<file path="config.mk">
export PLATFORM = sky130hd
export DESIGN_NAME = imem_loader
export DESIGN_NICKNAME = d
export VERILOG_FILES = /design/src/rtl/imem_loader_pkg.sv /design/src/rtl/imem_loader_word_assembler.sv /design/src/rtl/imem_loader.sv
export SDC_FILE = /design/constraint.sdc
export NUM_CORES = 1
export LEC_CHECK = 0
export ABC_CLOCK_PERIOD_IN_PS = 5600
export CAP_MARGIN = 20
export CORE_AREA = 2 2 70 121
export CTS_CLUSTER_DIAMETER = 50
export DETAILED_ROUTE_END_ITERATION = 16
export DIE_AREA = 0 0 72 123
export DONT_BUFFER_PORTS = 1
export GPL_TIMING_DRIVEN = 0
export PLACE_DENSITY = 0.85
export SLEW_MARGIN = 15
export SYNTH_ARGS = -nofsm -noshare
export SYNTH_HDL_FRONTEND = slang
export SYNTH_SLANG_ARGS = --single-unit
</file>
<file path="constraint.sdc">
create_clock -name clk -period 5.6 [get_ports clk]
set_input_delay 0.56 -clock clk [delete_from_list [all_inputs] [get_ports clk]]
set_output_delay 0.56 -clock clk [all_outputs]
set_load 0.03 [all_outputs]
</file>
<file path="src/rtl/imem_loader_pkg.sv">
`default_nettype none
// ============================================================================
// Module      : imem_loader_pkg
// Description : Shared constants, FSM state encoding and helpers for the
//               byte-stream instruction-memory loader.
// Config      : LOADER_CHECKSUM_EN adds the CSUM state (trailing XOR byte).
// Revision    : 1.0 - initial release
// ============================================================================
package imem_loader_pkg;

  localparam int c_hdr_width  = 16;  // word-count header, little-endian
  localparam int c_byte_width = 8;   // stream payload width

`ifdef LOADER_CHECKSUM_EN
  typedef enum logic [2:0] {
    S_LEN0  = 3'd0,
    S_LEN1  = 3'd1,
    S_DATA  = 3'd2,
    S_CSUM  = 3'd3,
    S_FLUSH = 3'd4,
    S_DONE  = 3'd5,
    S_ERROR = 3'd6
  } state_t;
`else
  typedef enum logic [2:0] {
    S_LEN0  = 3'd0,
    S_LEN1  = 3'd1,
    S_DATA  = 3'd2,
    S_FLUSH = 3'd4,
    S_DONE  = 3'd5,
    S_ERROR = 3'd6
  } state_t;
`endif

  // States in which the loader consumes stream bytes.
  function automatic logic state_ready(input state_t s);
    logic r;
    r = 1'b0;
    case (s)
      S_LEN0, S_LEN1, S_DATA: r = 1'b1;
`ifdef LOADER_CHECKSUM_EN
      S_CSUM:                 r = 1'b1;
`endif
      default:                r = 1'b0;
    endcase
    return r;
  endfunction

endpackage
`default_nettype wire

</file>
<file path="src/rtl/imem_loader_word_assembler.sv">
`default_nettype none
// ============================================================================
// Module      : word_assembler
// Description : Packs accepted data bytes little-endian into instruction
//               words, counts bytes/words and issues a one-cycle IMEM write.
// Ports       : clk, rst_n        - clock, async active-low reset
//               byte_valid_i      - a data byte is accepted this cycle
//               byte_i            - the accepted byte
//               word_count_i      - number of words in the image (N)
//               last_byte_o       - this accepted byte completes word N-1
//               imem_we_o/addr_o/wdata_o - registered IMEM write port
// Revision    : 1.0 - initial release
// ============================================================================
module word_assembler
  import imem_loader_pkg::*;
#(
  parameter int DATA_WIDTH = 32,
  parameter int ADDR_WIDTH = 11
) (
  input  logic                    clk,
  input  logic                    rst_n,
  input  logic                    byte_valid_i,
  input  logic [c_byte_width-1:0] byte_i,
  input  logic [ADDR_WIDTH:0]     word_count_i,
  output logic                    last_byte_o,
  output logic                    imem_we_o,
  output logic [ADDR_WIDTH-1:0]   imem_addr_o,
  output logic [DATA_WIDTH-1:0]   imem_wdata_o
);

  localparam int c_bytes_per_word = DATA_WIDTH / c_byte_width;
  localparam int c_cnt_width      = $clog2(c_bytes_per_word);
  localparam int c_acc_width      = DATA_WIDTH - c_byte_width;

  logic [c_cnt_width-1:0] byte_cnt_q;
  logic [c_acc_width-1:0] acc_q;       // lower bytes of the word in flight
  logic [ADDR_WIDTH:0]    word_idx_q;  // one extra bit so N = 2^ADDR_WIDTH does not wrap
  logic                   imem_we_q;
  logic [ADDR_WIDTH-1:0]  imem_addr_q;
  logic [DATA_WIDTH-1:0]  imem_wdata_q;

  logic                   w_word_end;
  logic [ADDR_WIDTH:0]    w_idx_next;

  assign w_word_end  = byte_valid_i && (byte_cnt_q == c_cnt_width'(c_bytes_per_word - 1));
  assign w_idx_next  = word_idx_q + {{ADDR_WIDTH{1'b0}}, 1'b1};
  assign last_byte_o = w_word_end && (w_idx_next == word_count_i);

  always_ff @(posedge clk or negedge rst_n) begin
    if (!rst_n) begin
      byte_cnt_q   <= '0;
      acc_q        <= '0;
      word_idx_q   <= '0;
      imem_we_q    <= 1'b0;
      imem_addr_q  <= '0;
      imem_wdata_q <= '0;
    end else begin
      imem_we_q <= 1'b0;
      if (byte_valid_i) begin
        byte_cnt_q <= byte_cnt_q + 1'b1;
        if (w_word_end) begin
          // Top byte goes straight into the output word; no need to store it.
          imem_wdata_q <= {byte_i, acc_q};
          imem_addr_q  <= word_idx_q[ADDR_WIDTH-1:0];
          word_idx_q   <= w_idx_next;
          imem_we_q    <= 1'b1;
        end else begin
          acc_q[{byte_cnt_q, 3'b000} +: c_byte_width] <= byte_i;
        end
      end
    end
  end

  assign imem_we_o    = imem_we_q;
  assign imem_addr_o  = imem_addr_q;
  assign imem_wdata_o = imem_wdata_q;

endmodule
`default_nettype wire

</file>
<file path="src/rtl/imem_loader.sv">
`default_nettype none
// ============================================================================
// Module      : imem_loader
// Description : Boot loader that receives a length-prefixed byte stream,
//               writes it into IMEM word by word and then releases the CPU.
//               Stream: N[7:0], N[15:8], N*4 data bytes (LE words)
//               [, XOR checksum byte when LOADER_CHECKSUM_EN is defined].
// Ports       : clk, rst_n            - clock, async active-low reset
//               in_valid/in_data/in_ready - byte stream handshake
//               imem_we/addr/wdata    - IMEM write port
//               cpu_rst, done, error  - CPU hold and load status
// Config      : LOADER_CHECKSUM_EN    - enables trailing checksum check
// Revision    : 1.0 - initial release
// ============================================================================
module imem_loader
  import imem_loader_pkg::*;
#(
  parameter int DATA_WIDTH = 32,
  parameter int ADDR_WIDTH = 11
) (
  input  logic                    clk,
  input  logic                    rst_n,
  input  logic                    in_valid,
  input  logic [c_byte_width-1:0] in_data,
  output logic                    in_ready,
  output logic                    imem_we,
  output logic [ADDR_WIDTH-1:0]   imem_addr,
  output logic [DATA_WIDTH-1:0]   imem_wdata,
  output logic                    cpu_rst,
  output logic                    done,
  output logic                    error
);

  state_t                  state_q, state_d;
  logic [c_byte_width-1:0] len_lo_q;
  logic [ADDR_WIDTH:0]     len_q;
  logic                    in_ready_q;
  logic                    cpu_rst_q;
  logic                    done_q;
  logic                    error_q;
`ifdef LOADER_CHECKSUM_EN
  logic [c_byte_width-1:0] xor_q;
`endif

  logic                    w_accept;
  logic                    w_data_byte;
  logic                    w_last;
  logic [c_hdr_width-1:0]  w_len;
  logic                    w_len_too_big;

  assign w_accept      = in_valid && in_ready_q;
  assign w_data_byte   = w_accept && (state_q == S_DATA);
  assign w_len         = {in_data, len_lo_q};
  assign w_len_too_big = (32'(w_len) > (32'd1 << ADDR_WIDTH));

  always_comb begin
    state_d = state_q;
    case (state_q)
      S_LEN0: if (w_accept) state_d = S_LEN1;
      S_LEN1: begin
        if (w_accept) begin
          if (w_len_too_big)     state_d = S_ERROR;
`ifdef LOADER_CHECKSUM_EN
          else if (w_len == '0)  state_d = S_CSUM;
`else
          else if (w_len == '0)  state_d = S_FLUSH;
`endif
          else                   state_d = S_DATA;
        end
      end
`ifdef LOADER_CHECKSUM_EN
      S_DATA: if (w_last) state_d = S_CSUM;
      S_CSUM: if (w_accept) state_d = (in_data == xor_q) ? S_FLUSH : S_ERROR;
`else
      S_DATA: if (w_last) state_d = S_FLUSH;
`endif
      S_FLUSH: state_d = S_DONE;
      S_DONE:  state_d = S_DONE;
      S_ERROR: state_d = S_ERROR;
      default: state_d = S_ERROR;
    endcase
  end

  // Outputs are registered from the next state so they line up with state_q.
  always_ff @(posedge clk or negedge rst_n) begin
    if (!rst_n) begin
      state_q    <= S_LEN0;
      len_lo_q   <= '0;
      len_q      <= '0;
      in_ready_q <= 1'b0;
      cpu_rst_q  <= 1'b1;
      done_q     <= 1'b0;
      error_q    <= 1'b0;
`ifdef LOADER_CHECKSUM_EN
      xor_q      <= '0;
`endif
    end else begin
      state_q <= state_d;
      if (w_accept && (state_q == S_LEN0)) len_lo_q <= in_data;
      if (w_accept && (state_q == S_LEN1)) len_q    <= w_len[ADDR_WIDTH:0];
`ifdef LOADER_CHECKSUM_EN
      if (w_data_byte) xor_q <= xor_q ^ in_data;
`endif
      in_ready_q <= state_ready(state_d);
      cpu_rst_q  <= (state_d != S_DONE);
      done_q     <= (state_d == S_DONE);
      error_q    <= (state_d == S_ERROR);
    end
  end

  word_assembler #(
    .DATA_WIDTH (DATA_WIDTH),
    .ADDR_WIDTH (ADDR_WIDTH)
  ) u_word_assembler (
    .clk          (clk),
    .rst_n        (rst_n),
    .byte_valid_i (w_data_byte),
    .byte_i       (in_data),
    .word_count_i (len_q),
    .last_byte_o  (w_last),
    .imem_we_o    (imem_we),
    .imem_addr_o  (imem_addr),
    .imem_wdata_o (imem_wdata)
  );

  assign in_ready = in_ready_q;
  assign cpu_rst  = cpu_rst_q;
  assign done     = done_q;
  assign error    = error_q;

endmodule
`default_nettype wire

</file>
=== After elaboration in Yosys (flattened, before gate mapping) ===
Cells that the tools add are included.

* Register bits after elaboration: 109
* Bits of input ports: 11
* Output and inout bits: 48
* Logic and storage cells: 54

* Bitwise gates (word level): 1
* Multiplexer cells: 10
* Add/subtract/negate cells: 3
* Reduce and logical (&&, ||, !) cells: 13
* Shift-type cells: 2
* Magnitude comparators: 1
* Eq/ne operators: 11

{| class="wikitable"
|+ Operator list
! operator !! number
|-
| 24-bit bitwise mux || 1
|-
| 8-bit by 7-bit variable shift with 24-bit output, first input constant || 1
|-
| 8-bit by 7-bit indexed part select with 24-bit output || 1
|-
| 16-bit by 12-bit greater-than comparator with 1-bit output, second input constant || 1
|-
| 16-bit logical NOT || 1
|-
| 3-bit two-way mux || 5
|-
| 12-bit by 1-bit adder with 12-bit output, second input constant || 1
|-
| 12-bit equality test || 1
|-
| 3-bit equality test, second input constant || 4
|-
| 3-bit case mux with 4 select lines || 1
|-
| 5-bit negator with 7-bit output || 1
|-
| 3-bit by 1-bit equality test with 1-bit output, second input constant || 2
|-
| 3-bit by 2-bit equality test with 1-bit output, second input constant || 2
|-
| 1-bit logical AND || 6
|-
| 3-bit logical NOT || 2
|-
| 2-bit AND reduction || 2
|-
| 1-bit two-way mux || 3
|-
| 3-bit != test, second input constant || 1
|-
| 3-bit OR reduction || 1
|-
| 2-bit by 1-bit adder with 2-bit output, second input constant || 1
|-
| 2-bit equality test, second input constant || 1
|-
| 2-bit OR reduction || 1
|-
| 1-bit NOT || 1
|}

=== Longest topological paths before layout ===
Gate-level depths: netlist of run 1.

* Depth after elaboration: 9
* Depth in mapped cells: 8
* Gate-level depth less buffers: 7

=== Modules after synthesis ===
A second synthesis of run 1 with hierarchy kept.

* Cells, all modules: 427
* Area total of the unflattened synthesis: 4723.3 um2

{| class="wikitable"
|+ Modules (own cells, without submodules)
! module !! cells each !! instances !! seq. area each (um2) !! area each (um2)
|-
| word_assembler || 348 || 1 || 2052.0 || 3580.9
|-
| imem_loader || 79 || 1 || 676.9 || 1142.3
|}

=== Worst setup path before layout of run 1 ===
Ideal clock, no wire load.

* Path type: register -> register
* From: reg u_word_assembler.word_idx_q[0]
* To: reg in_ready_q, in the netlist in_ready
* Clock period less this slack: 2.104 ns
* Setup slack: 3.496 ns
* Buffers on the path: 0
* Required time: 5.480 ns
* Arrival: 1.984 ns
* Cell stages (with the launch flop): 8
* Cells stage by stage: dfrtp_1 -> ha_1 -> nand2b_1 -> or2_2 -> a311oi_1 -> o22ai_1 -> or4_4 -> and3_1

* Cells in the longest elaborated chain, start to end: 8
* Elaborated cells between the ends (all ways): 10

{| class="wikitable"
|+ RTL lines
! element !! RTL line !! source
|-
| from (decl) || imem_loader_word_assembler.sv:37 || <nowiki>logic [ADDR_WIDTH:0] word_idx_q;</nowiki>
|-
| from (signal assigned) || imem_loader_word_assembler.sv:65 || <nowiki>word_idx_q <= w_idx_next;</nowiki>
|-
| 12-bit by 1-bit adder with 12-bit output * || imem_loader_word_assembler.sv:46 || <nowiki>assign w_idx_next = word_idx_q + {{ADDR_WIDTH{1'b0}}, 1'b1};</nowiki>
|-
| 12-bit equality test * || imem_loader_word_assembler.sv:47 || <nowiki>assign last_byte_o = w_word_end && (w_idx_next == word_count_i);</nowiki>
|-
| 1-bit logical AND * || imem_loader_word_assembler.sv:47 ||
|-
| 3-bit two-way mux * || imem_loader.sv:75 || <nowiki>S_DATA: if (w_last) state_d = S_FLUSH;</nowiki>
|-
| 3-bit case mux with 4 select lines * || imem_loader.sv:58 || <nowiki>case (state_q)</nowiki>
|-
| 3-bit by 1-bit equality test with 1-bit output (tied with other cells) || imem_loader_pkg.sv:39 || <nowiki>case (s)</nowiki>
|-
| 3-bit OR reduction * || imem_loader_pkg.sv:39 ||
|-
| 1-bit two-way mux * || imem_loader_pkg.sv:39 ||
|-
| to (signal assigned) || imem_loader.sv:104 || <nowiki>in_ready_q <= state_ready(state_d);</nowiki>
|-
| to (decl) || imem_loader.sv:37 || <nowiki>logic in_ready_q;</nowiki>
|}

Mark *: on every way between the ends. The rest lies on a longest branch, timed or not.
A chain may end at the register's enable or synchronous reset.

=== Worst setup path after layout of run 1 ===
* From: reg in_ready_q, in the netlist in_ready
* To: reg u_word_assembler.imem_wdata_q[16], in the netlist u_word_assembler.imem_wdata_o[16]

* Cells in the longest elaborated chain, start to end: 4

{| class="wikitable"
|+ RTL lines
! element !! RTL line !! source
|-
| 1-bit logical AND * || imem_loader.sv:51 || <nowiki>assign w_accept = in_valid && in_ready_q;</nowiki>
|-
| 1-bit logical AND * || imem_loader.sv:52 || <nowiki>assign w_data_byte = w_accept && (state_q == S_DATA);</nowiki>
|-
| 1-bit logical AND || imem_loader_word_assembler.sv:45 || <nowiki>assign w_word_end = byte_valid_i && (byte_cnt_q == c_cnt_width'(c_bytes_per_word - 1));</nowiki>
|-
| 2-bit AND reduction (no source line) * || - ||
|-
| to (signal assigned) || imem_loader_word_assembler.sv:63 || <nowiki>imem_wdata_q <= {byte_i, acc_q};</nowiki>
|-
| to (decl) || imem_loader_word_assembler.sv:40 || <nowiki>logic [DATA_WIDTH-1:0] imem_wdata_q;</nowiki>
|}

Marks and branches as above.

==> out/metrics.yaml, run 1 <==
synthesis:
  syn_area_um2: 4592
  synth_top_area_share_pct: 58.86
  ys_types: 34
  synth_area_leader_cell: "dfrtp_1"
  synth_edf_count: 0
  synth.most_common_cell: "nand2_1"
  syn_nets: 483
  ys_warn_count: 0
  avgSynthCellArea_um2: 9.854
  yosysSeqAreaShare_pct: 59.43
  synth-seq-cells: 109
  synth_area_leaders: "dfrtp_1 (59%), nand2_1 (16%), mux2_2 (5.1%)"
  synth_ff_type: "dfrtp_1"
  netlist_instances: 466
  ys_top_cells_by_count: "nand2_1 (191), dfrtp_1 (108), mux2_2 (21)"
  async_flop_share_pct: 100.0
cts:
  cts_sinks: 109
  postCtsHoldBufs: 1
  clock_latency_ns: 0.35
  cts_resized: 0
  cts_tree: "done"
  postCtsSetupBuffers: 0
  clockBufferDepth: 2
  cts-htree-levels: 3
  cts_made_buffers: 9
  cts-root-buf: "clkbuf_16"
  clk_pin_slew_worst_paths_ns: 0.07
finish:
  fin_nets: 495
  nFillCells: 639
  stdcell_area_um2: 4991
  layout-drive-gt1-share_pct: 8.714
  antenna_cells: 0
  layout.cells.non_filler: 572
  syn2layout_area_growth_pct: 8.692
worst_setup_path:
  crit_fanout: 10
  arrival_ns: 2.88
  start_kind: "register"
  cp_top_family: "buffers and inverters"
  cpMostUsedCell: "clkbuf_1"
  slowest_delay_ns: 0.53
  crit_chain: "and2_1 > clkbuf_1 > nand4_1 > inv_1 > clkbuf_1 > clkbuf_1 > nand2_1 > nand2_1"
  crit_type: "register to register"
  required_ns: 5.89
  critPathSlowestCell: "dfrtp_1"
  endpoint_kind: "register"
  crit_buf_inv: 4
grt:
  antenna_found_initial: 0
  grt_first_pass_wirelength_um: 15830
  overflow: 0
  grt_util_all_layers_pct: 23.47
  grt_max_degree: 109
  grt_pass1_vias: 3211
timing:
  period_share_pct: 46.21
  fin_crit_ns: 2.588
  worst_pin_slew_ns: 0.8528
  maxSlewHeadroom_pct: 43.02
  setup_tns_ns: 0
  hold_violations: 0
  skew_ns: 0.006042
  fmax_mhz: 386.4
  maxSlewViolCount: 0
  worst_hold_slack_ns: 0.04791
  grt_setup_unrepaired: "no"
  finalSetupViolCount: 0
detailed_routing:
  wl_per_cell_um: 16.49
  vias: 3211
  wl_um: 9431
  first_pass_iters: 4
  ant_nets: 0
  drtIter0Drc: 189
  viasPerCell: 5.614
  drc: 0
placed_design:
  io_buffer_count: 0
  place_inst: 556
  place_area_um2: 4705
  gp_congestion: 0.8844
  dpl.hpwl_um: 6634
power_and_ir_drop:
  seq_power_share_pct: 57.2
  internal_power_mw: 1.089
  p_comb_share_pct: 1.5
  p_per_area_nw_per_um2: 275.7
  p_leak_nw: 2.565
  p_total_mw: 1.376
  switchingPower_mw: 0.2867
  ir_worst_vdd_v: 0.0001857
  power_frac_clock_pct: 41.3
  sw_frac_of_total_pct: 20.84
die:
  die_w_um: 72
  rows: 43
  ios: 59
  core_area_um2: 7909
  dieArea_um2: 8856
  initial_utilization_pct: 58.06
  die-height_um: 123
run_status:
  status: "complete, no violations"
run:
  cap_violations: 0
worst_hold_path:
  holdCritPathClass: "input pin to async pin"
==> area by class of cell <==
type | instances | area, um^2 | area share [%]
clock inverter | 4 | 26.28 | 0.5264
inverter | 4 | 15.01 | 0.3008
tap | 90 | 112.6 | 2.256
multi-input combinational | 333 | 1765 | 35.37
buffer | 20 | 82.58 | 1.655
timing repair buffer | 1 | 27.53 | 0.5515
clock buffer | 11 | 232.7 | 4.663
sequential | 109 | 2729 | 54.68
==> cells in the final DEF (no fill, tap or decap), types with 2 or more instances in the layout <==
cell type  Yosys  routed
o21ai_0       20      20
buf_4          2       2
a21oi_1        3       3
dfrtp_1      108     108
nor3_1         3       3
mux2_2        21      21
clkinv_2       0       2
and3_1         3       3
nand4_1        4       4
o21ai_1        6       6
xnor2_1       13      13
nor4_1         3       3
nand3_1        7       7
clkbuf_16      0       9
clkbuf_1      18      20
xor2_1        16      16
nand2_1      191     191
inv_1          4       4
nand2b_1       3       3
ha_1           6       6
nor3b_1        5       5
nor2_1        16      16
==> per-stage QoR <==
stage | util, % | setup slack (ns)
2_1_floorplan | - | 3.496
3_3_place_gp | 59.48 | 3.049
3_5_place_dp | 59.48 | 3.027
4_1_cts | 63.11 | 3.002
5_1_grt | 63.11 | 2.837
6_report | 63.11 | 3.012
==> logic make-up (layout without fill, tap and decap cells) <==
group / count (synthesis) / after routing / synth area share (%)
flip-flops: 109 / 109 / 59.43
AO/OA/AOI/OAI: 35 / 35 / 4.169
XOR/XNOR: 29 / 29 / 5.531
buffers and inverters: 24 / 40 / 2.125
multiplexers: 21 / 21 / 5.150
AND/OR/NAND/NOR: 242 / 242 / 21.96
adder cells (fa/ha/maj): 6 / 6 / 1.635
==> path summary, 6_finish.rpt <==
kind | from | end | slack (ns) | depth (start not counted)
worst max-delay path | in_ready | u_word_assembler.imem_wdata_o[16] | 3.01 | 8
worst min-delay path | rst_n | cpu_rst | 0.05 | 0
worst max register to register | in_ready | u_word_assembler.imem_wdata_o[16] | 3.01 | 8
worst min register to register | u_word_assembler.acc_q[3] | u_word_assembler.imem_wdata_o[3] | 0.47 | 2
max in group asynchronous | rst_n | u_word_assembler.imem_wdata_o[10] | 5.04 | 1
min in group clk | in_data[5] | u_word_assembler.imem_wdata_o[29] | 0.32 | 2
==> routing by layer <==
metal | up-vias | part of all wire (%) | track usage [%]
met5 | - | 0 | 0
met1 | 1587 | 39 | 28.40
met2 | 78 | 54 | 39.99
li1 | 1523 | - | -
met3 | 23 | 4.8 | 5.053
met4 | 0 | 2.9 | 10.50
==> sequential cells by signal (all words and copies together), names as in the netlist, 2 cells and up <==
signal / cells
u_word_assembler.imem_wdata_o: 32
state_q: 3
len_lo_q: 8
u_word_assembler.acc_q: 24
len_q: 12
u_word_assembler.imem_addr_o: 11
u_word_assembler.byte_cnt_q: 2
u_word_assembler.word_idx_q: 12
==> power groups by stage <==
stage                     registers [mW]  logic [mW]  clock network (mW)
after floorplan                    0.802     0.00318                   0
after global placement             0.802     0.00431                   0
after detailed placement           0.802     0.00437                   0
after CTS                          0.787      0.0215               0.576
after global routing               0.786      0.0244               0.606
final                              0.787      0.0204               0.569
Power figures use the tool's default switching activity.
==> inputs of run 2 (changes only) <==
--- a/config.mk
+++ b/config.mk
@@ -5,7 +5,7 @@
 export SDC_FILE = /design/constraint.sdc
 export NUM_CORES = 1
 export LEC_CHECK = 0
-export ABC_CLOCK_PERIOD_IN_PS = 5600
+export ABC_CLOCK_PERIOD_IN_PS = 2500
 export CAP_MARGIN = 20
 export CORE_AREA = 2 2 70 121
 export CTS_CLUSTER_DIAMETER = 50
==> constraint.sdc (replaced) <==
create_clock -name clk -period 2.5 [get_ports clk]
set_input_delay 0.25 -clock clk [delete_from_list [all_inputs] [get_ports clk]]
set_output_delay 0.25 -clock clk [all_outputs]
set_load 0.03 [all_outputs]
==> run 2 against run 1 <==
The run now ends with hold timing left. Highest routed layer unchanged. Largest power group unchanged. Maximum frequency rose by 11%. Critical endpoint is now in_ready. Critical path depth fell by 1. Worst setup slack got worse by 2.9 ns. Clock power rose by 120%. Die area did not move. Sequential share of layout area rose by 0.23 points. Largest cell class unchanged.
==> out/metrics.yaml, run 2 (synthesis results as in run 1) <==
worst_setup_path:
  crit_type: "register to register"  # unchanged
  cp_top_family: "simple AND/OR/NAND/NOR gates"  # was buffers and inverters
  critPathSlowestCell: "or4_4"  # was dfrtp_1
  crit_fanout: 7  # was 10
  start_kind: "register"  # unchanged
  crit_chain: "ha_1 > nand2b_1 > or2_2 > a311oi_1 > o22ai_1 > or4_4 > and3_1"  # was and2_1 > clkbuf_1 > nand4_1 > inv_1 > clkbuf_1 > clkbuf_1 > nand2_1 > nand2_1
  r2r_cells: 7  # was 8
  required_ns: 2.74  # was 5.89 ns
  arrival_ns: 2.58  # was 2.88 ns
  endpoint_kind: "register"  # unchanged
  slowest_delay_ns: 0.54  # was 0.53 ns
  cp_num_cells: 7  # was 8
  crit_buf_inv: 0  # was 4
cts:
  cts-root-buf: "clkbuf_16"  # unchanged
  clockBufferDepth: 2  # unchanged
  clk_pin_slew_worst_paths_ns: 0.07  # about the same
  cts_made_buffers: 9  # unchanged
  cts-htree-levels: 3  # unchanged
  cts_sinks: 109  # unchanged
  clock_latency_ns: 0.35  # about the same
  cts_tree: "done"  # unchanged
power_and_ir_drop:
  p_per_area_nw_per_um2: 612.4  # was 275.7 nW/um^2
  ir_worst_vdd_v: 0.0004191  # was 0.0001857 V
  p_leak_nw: 2.562  # was 2.565 nW
finish:
  syn2layout_area_growth_pct: 8.229  # was 8.692%
  antenna_cells: 0  # unchanged
  nFillCells: 642  # was 639
  mostFrequentLayoutCells: "nand2_1 (191), dfrtp_1 (108), mux2_2 (21), o21ai_0 (20), clkbuf_1 (17)"  # was nand2_1 (191), dfrtp_1 (108), mux2_2 (21), clkbuf_1 (20), o21ai_0 (20)
  fin_nets: 494  # was 495
  layout.cells.non_filler: 571  # was 572
  layout-drive-gt1-share_pct: 9.356  # was 8.714%
  largest_reg_flops: 32  # unchanged
  fin_util_pct: 62.84  # was 63.11%
  layout_commonest_cell: "nand2_1"  # unchanged
die:
  core_area_um2: 7909  # unchanged
  rows: 43  # unchanged
  die_w_um: 72  # unchanged
  ios: 59  # unchanged
  initial_utilization_pct: 58.06  # unchanged
  dieArea_um2: 8856  # unchanged
  die-height_um: 123  # unchanged
timing:
  maxSlewHeadroom_pct: 43.08  # was 43.02%
  maxSlewViolCount: 0  # unchanged
  fin_crit_ns: 2.340  # was 2.588 ns
  skew_ns: 0.007166  # was 0.006042 ns
  hold_violations: 109  # was 0
  grt_setup_unrepaired: "no"  # unchanged
  fmax_mhz: 427.4  # was 386.4 MHz
  period_share_pct: 93.59  # was 46.21%
  fin_ws_ns: 0.1603  # was 3.012 ns
  worst_hold_slack_ns: -0.4056  # was 0.04791 ns
  worst_pin_slew_ns: 0.8519  # was 0.8528 ns
  finalSetupViolCount: 0  # unchanged
placed_design:
  gp_congestion: 0.8844  # unchanged
  dpl.hpwl_um: 6634  # unchanged
  place_inst: 556  # unchanged
  preCtsSetupSlack_ns: -0.07299  # was 3.027 ns
  io_buffer_count: 0  # unchanged
detailed_routing:
  drtIter0Drc: 218  # was 189
  ant_nets: 0  # unchanged
  drc: 0  # unchanged
  wl_per_cell_um: 16.44  # was 16.49 um
  vias: 3197  # was 3,211
  wl_um: 9387  # was 9431 um
  first_pass_iters: 4  # unchanged
  viasPerCell: 5.599  # was 5.614
grt:
  grt_util_all_layers_pct: 23.23  # was 23.47%
  grt_max_degree: 110  # was 109
  overflow: 0  # unchanged
  grt_pass1_vias: 3197  # was 3,211
  antenna_found_initial: 0  # unchanged
  grt_first_pass_wirelength_um: 15680  # was 15,830 um
worst_hold_path:
  holdCritPathClass: "input pin to async pin"  # unchanged
run_status:
  status: "complete, but fails checks"  # was complete, no violations
  violations: "hold timing"
run:
  cap_violations: 0  # unchanged
run 2: changes by cell type in the layout (fill, tap and decap cells not counted):
cell | previous run | this run
clkbuf_1 | 20 | 17
buf_16 | 1 | 0
clkbuf_2 | 0 | 3
nor2_2 | 0 | 1
nor2_1 | 16 | 15
run 2: timing repair:
| item | CTS | global route |
|---|---|---|
| hold endpoints to repair | 109 | 109 |
| gates resized for setup | 1 | 5 |
| buffers inserted | 0 | 0 |
| setup endpoints to repair | 28 | 17 |
| gates cloned | 0 | 0 |
run 2: final timing paths:
check                                                from                                 to  slack [ns]
max                        u_word_assembler.word_idx_q[0]                           in_ready        0.16
min                                                 rst_n    u_word_assembler.imem_addr_o[1]       -0.41
max reg2reg                u_word_assembler.word_idx_q[0]                           in_ready        0.16
min reg2reg                     u_word_assembler.acc_q[3]   u_word_assembler.imem_wdata_o[3]        0.48
max in group asynchronous                           rst_n                            cpu_rst        2.70
min in group clk                               in_data[5]  u_word_assembler.imem_wdata_o[29]        0.01
run 2: layer usage:
layer,GRT usage [%],vias to the layer above,wire length (um)
met5,0,-,0
met4,10.50,0,278
met3,5.216,22,423
met2,39.29,80,5005
met1,28.18,1575,3681
li1,-,1520,-
run 2: layout make-up:
cell class                      count  area (um^2)  share of cell area, %
Multi-Input combinational cell    333         1768                  35.57
Tap cell                           90        112.6                  2.266
Buffer                             20        86.33                  1.737
Inverter                            4        15.01                 0.3021
Clock inverter                      4        26.28                 0.5287
Sequential cell                   109         2729                  54.91
Clock buffer                       11        232.7                  4.683
run 2: worst register-to-register path: stages, from the launching register on:
cell and delay [ns]:
dfrtp_1 0.47, ha_1 0.27, nand2b_1 0.09, or2_2 0.27, a311oi_1 0.29, o22ai_1 0.13, or4_4 0.54, and3_1 0.16
run 2: power breakdown:
group          internal, mW  switching (mW)  total [mW]
clock network         0.669           0.602        1.27
registers              1.76               0        1.76
logic               0.00368         0.00605     0.00974
total                  2.44           0.608        3.04
run 2: per-stage QoR:
step / power, mW / cell area [um^2] / hold slack, ns / TNS [ns]
finish: 3.043 / 4970 / -0.4056 / 0
global route: 3.130 / 4970 / -0.4149 / 0
CTS: 3.063 / 4965 / -0.4126 / 0
detailed placement: 1.806 / 4705 / -0.04216 / -0.6110
global placement: 1.806 / 4705 / -0.04299 / -0.2783
floorplan: 1.804 / 4592 / -0.04559 / 0
